==> config.mk <==
export PLATFORM = sky130hd
export DESIGN_NAME = ic_scr_key_ctrl
export DESIGN_NICKNAME = d
export VERILOG_FILES = /design/src/rtl/ic_scr_key_ctrl.sv
export SDC_FILE = /design/constraint.sdc
export NUM_CORES = 1
export LEC_CHECK = 0
export CAP_MARGIN = 20
export CORE_AREA = 2 2 203 205
export DETAILED_ROUTE_END_ITERATION = 16
export DIE_AREA = 0 0 205 207
export SYNTH_ARGS = -nofsm -noshare
export SYNTH_HDL_FRONTEND = slang
export SYNTH_SLANG_ARGS = --single-unit
export TNS_END_PERCENT = 30
==> constraint.sdc <==
create_clock -name clk_i -period 1.7 [get_ports clk_i]
set_clock_uncertainty 0.2 [all_clocks]
set_input_delay 0.255 -clock clk_i [delete_from_list [all_inputs] [get_ports clk_i]]
set_output_delay 0.255 -clock clk_i [all_outputs]
set_load 0.01 [all_outputs]
==> src/rtl/ic_scr_key_ctrl.sv <==
// Scramble key refresh controller for the icache RAM banks: fetches a new key/nonce after reset
// and on every invalidate request. Optional ack-wait timeout is built when IC_SCR_KEY_TIMEOUT_EN is defined.
module ic_scr_key_ctrl #(
  parameter int unsigned KeyW          = 128,
  parameter int unsigned NonceW        = 64,
  parameter int unsigned TimeoutCycles = 255
) (
  input  logic                  clk_i,
  input  logic                  rst_ni,
  input  logic                  inval_req_i,
  output logic                  key_req_o,
  input  logic                  key_ack_i,
  input  logic [KeyW-1:0]       key_i,
  input  logic [NonceW-1:0]     nonce_i,
  output logic [KeyW-1:0]       key_o,
  output logic [NonceW-1:0]     nonce_o,
  output logic [2*NonceW-1:0]   nonce_buf_o,
  output logic                  key_valid_o,
  output logic                  icache_inval_o,
  output logic                  busy_o,
  output logic                  timeout_o
);

  typedef enum logic [1:0] {
    INIT  = 2'd0,
    REQ   = 2'd1,
    VALID = 2'd2,
    IDLE  = 2'd3
  } state_e;

  state_e r_state;
  state_e w_state_nxt;
  logic   w_ack_accept;

  logic [KeyW-1:0]     r_key;
  logic [NonceW-1:0]   r_nonce;
  logic [2*NonceW-1:0] r_nonce_buf;

  // An ack is only meaningful while a request is outstanding.
  assign w_ack_accept = (r_state == REQ) && key_ack_i;

  always_ff @(posedge clk_i or negedge rst_ni) begin
    if (!rst_ni) begin
      r_state <= INIT;
    end else begin
      r_state <= w_state_nxt;
    end
  end

  // Requests seen in INIT or REQ need no action: the refresh in flight covers them.
  always_comb begin
    w_state_nxt = r_state;
    case (r_state)
      INIT:    w_state_nxt = REQ;
      REQ:     if (key_ack_i) w_state_nxt = VALID;
      VALID:   w_state_nxt = inval_req_i ? REQ : IDLE;
      IDLE:    if (inval_req_i) w_state_nxt = REQ;
      default: w_state_nxt = INIT;
    endcase
  end

  always_ff @(posedge clk_i or negedge rst_ni) begin
    if (!rst_ni) begin
      r_key       <= '0;
      r_nonce     <= '0;
      r_nonce_buf <= '0;
    end else if (w_ack_accept) begin
      r_key       <= key_i;
      r_nonce     <= nonce_i;
      r_nonce_buf <= {r_nonce, nonce_i};
    end
  end

  assign key_o          = r_key;
  assign nonce_o        = r_nonce;
  assign nonce_buf_o    = r_nonce_buf;
  assign key_req_o      = (r_state == REQ);
  assign key_valid_o    = (r_state == VALID);
  assign icache_inval_o = (r_state == REQ) || (r_state == VALID);
  assign busy_o         = (r_state == REQ) || (r_state == VALID);

`ifdef IC_SCR_KEY_TIMEOUT_EN
  logic [15:0] r_to_cnt;
  logic        r_timeout;

  // Counter sits at zero outside REQ, so it restarts on every entry to REQ.
  always_ff @(posedge clk_i or negedge rst_ni) begin
    if (!rst_ni) begin
      r_to_cnt  <= '0;
      r_timeout <= 1'b0;
    end else begin
      r_timeout <= 1'b0;
      if ((r_state != REQ) || key_ack_i) begin
        r_to_cnt <= '0;
      end else if (r_to_cnt + 16'd1 == 16'(TimeoutCycles)) begin
        r_to_cnt  <= '0;
        r_timeout <= 1'b1;
      end else begin
        r_to_cnt <= r_to_cnt + 16'd1;
      end
    end
  end

  assign timeout_o = r_timeout;
`else
  logic w_unused_timeout_cfg;
  assign w_unused_timeout_cfg = |16'(TimeoutCycles);
  assign timeout_o = 1'b0;
`endif

endmodule

==> flow_metrics.tcl <==
set metrics [dict create \
    hp-start "key_i[29]" \
    r2r-start "r_state[1]" \
    die_h_um 207 \
    syn-instance-count 625 \
    synth_seq_cells 258 \
    grt-ovfl-total 0 \
    wl_um 33400 \
    finalSetupViolCount 246 \
    violations "setup timing" \
    whs_ps 94.3 \
    port_buffers 519 \
    num_rows 74 \
    met3_usage 0.0499 \
    place_hpwl_um 24000 \
    cts_sinks 258 \
    min_period_ps 1880 \
    drive_gt1_frac 0.478 \
    avgSynthCellArea_um2 17.6 \
    die-area_mm2 0.0424 \
    fin_crit_sh 1.10 \
    rsz0062_at_grt "true" \
    peakVddDrop_mv 0.928 \
    gr-usage-all-layers 0.149 \
    fmaxAchievable_mhz 533 \
    die_width_um 205 \
    synth_fp_nets 825 \
    stdcell_area_mm2 0.0182 \
    netlist_area_mm2 0.0110 \
    initial_utilization 0.273 \
    cpMaxStageDelayCell "dfrtp_2" \
    drv_cap 0 \
    coreArea_mm2 0.0404 \
    root_buffer "clkbuf_16" \
    io_pins 521 \
    yosys_warnings 0 \
    outcome "complete, but fails checks" \
    drtIter0Drc 202 \
    holdCritPathClass "in2reg" \
    cp-start-kind "flip-flop" \
    yosysUniqueCellTypes 15 \
    fin_ws_ps -177 \
    vias 7244 \
    min_delay_path_depth 2 \
    dr.pass1.iters 4 \
    cpMostUsedCell "buf_12" \
    regArea_mm2 0.00647 \
    ys_seq_area_frac 0.586 \
    endpoint_kind "flip-flop" \
    use_met2 0.254 \
    rr_worst_depth 7 \
    crit_path_max_fanout 8 \
    cp_data_required_time_ps 1930 \
    grt_pass1_wl_um 48700 \
    layout_common_cells "245 x dfrtp_1, 235 x mux2_4, 194 x clkdlybuf4s50_1, 162 x clkdlybuf4s15_1, 88 x buf_4" \
    layout_commonest_cell "dfrtp_1" \
    grt-busiest-layer "met2" \
    gp_congestion 0.765 \
    via_per_inst 4.08 \
    worst-setup-path-type "reg2reg" \
    crit_arrival_ps 2110 \
    finalNetCount 1422 \
    cp.buffers_inverters 4 \
    cpLargestDelayFamily "buffers and inverters" \
    p_leak_nw 8.88 \
    area_growth_pct 65.3 \
    drcViolationCount 0 \
    hold_violations 0 \
    numCtsBuffers 30 \
    grt.met1_usage 0.177 \
    grt_max_degree 63 \
    path_clk_slew_ps 60 \
    slowest_delay_ps 430 \
    avgRoutedWirePerCell_um 18.9 \
    antenna_found_initial 1 \
    powerDensity_mw_per_mm2 2020 \
    cts_tree "done" \
    crit_chain "inv_2 > ha_4 > nand2_8 > buf_12 > clkbuf_16 > buf_12 > mux2_4" \
    placed_area_mm2 0.0168 \
    ant_nets 0 \
    cp_num_cells 7 \
    startpoint "r_state[1]" \
    finalMaxSlewViolations 0 \
    fill_cells 3700 \
    multiInputGateArea_mm2 0.00392 \
    insertion_delay_ps 550 \
    htreeDepth 1 \
    grt_pass1_vias 7914 \
    cts_buffer_depth 3 \
]
[logic make-up (layout without fill, tap and decap cells)]
group	after synthesis	count (layout)	share of synthesized area
DFF	258	258	0.586
muxes	257	257	0.331
buffers and inverters	98	714	0.0744
adders and majority gates	4	4	0.00455
AOI/OAI and AO/OA	4	4	0.00182
and+or+nand+nor	3	3	0.00170
other	1	2	0.000341
[cells in the mapped netlist]
cell type	count	share of area
mux2i_1	1	0.00091
o21ai_0	3	0.0014
buf_6	27	0.028
mux2_1	40	0.041
mux2_2	16	0.016
mux2_4	200	0.27
buf_4	66	0.045
buf_2	1	0.00045
conb_1	1	0.00034
inv_1	4	0.0014
nand2_2	1	0.00057
a21oi_1	1	0.00045
nor2b_1	2	0.0011
dfrtp_1	258	0.59
ha_1	4	0.0045
[report_power, final]
group | leakage, nW | switching (mW) | internal, mW
registers | 3.02 | 2.17 | 9.38
logic | 5.41 | 7.24 | 11.7
clock network | 0.453 | 2.47 | 3.68
total | 8.88 | 11.9 | 24.8
[worst paths after layout]
path / to / slack, ps
worst max register to register: nonce_o[14] / -180
worst max-delay path: nonce_o[14] / -180
worst min-delay path: key_o[29] / 90
max in group asynchronous: nonce_o[51] / 120
min in group asynchronous: key_o[97] / 520
worst min register to register: key_o[14] / 290
[stage by stage]
| step | total power [mW] | cells | worst slack (ps) | utilization | TNS, ps |
|---|---|---|---|---|---|
| after floorplan | 20.9 | 625 | -2.93 | - | -585 |
| after global placement | 30.6 | 1637 | -262 | 0.416 | -59050 |
| after detailed placement | 30.7 | 1637 | -284 | 0.416 | -61210 |
| after CTS | 36.5 | 1761 | -258 | 0.449 | -56640 |
| after global routing | 38.7 | 1773 | -244 | 0.451 | -40270 |
| final | 36.7 | 1774 | -177 | 0.451 | -25640 |
[per-layer routing]
metal,up-vias,part of all wire
li1,3290,-
met1,3579,0.39
met2,333,0.48
met3,42,0.10
met4,0,0.020
met5,-,0
[flip-flops by register name, summed over array words and instances (netlist names)]
| register | count |
|---|---|
| r_state | 2 |
| key_o | 128 |
| nonce_buf_o | 65 |
| nonce_o | 63 |
[area by class of cell]
class | instances | share of cell area
Antenna cell | 1 | 0.000137
Clock buffer | 47 | 0.0487
Clock inverter | 4 | 0.00282
Inverter | 4 | 0.000962
Multi-Input combinational cell | 269 | 0.215
Sequential cell | 258 | 0.356
Tap cell | 532 | 0.0366
Timing Repair Buffer | 659 | 0.340
[repair_timing]
item,in CTS,in global routing
setup endpoints to repair,577,398
gates resized for setup,761,195
hold buffers,2,0
cloned,0,5
buffers inserted,71,7
pin swaps,1,2
hold endpoints to repair,258,0
Note: power is estimated with default switching activity, not from simulation.
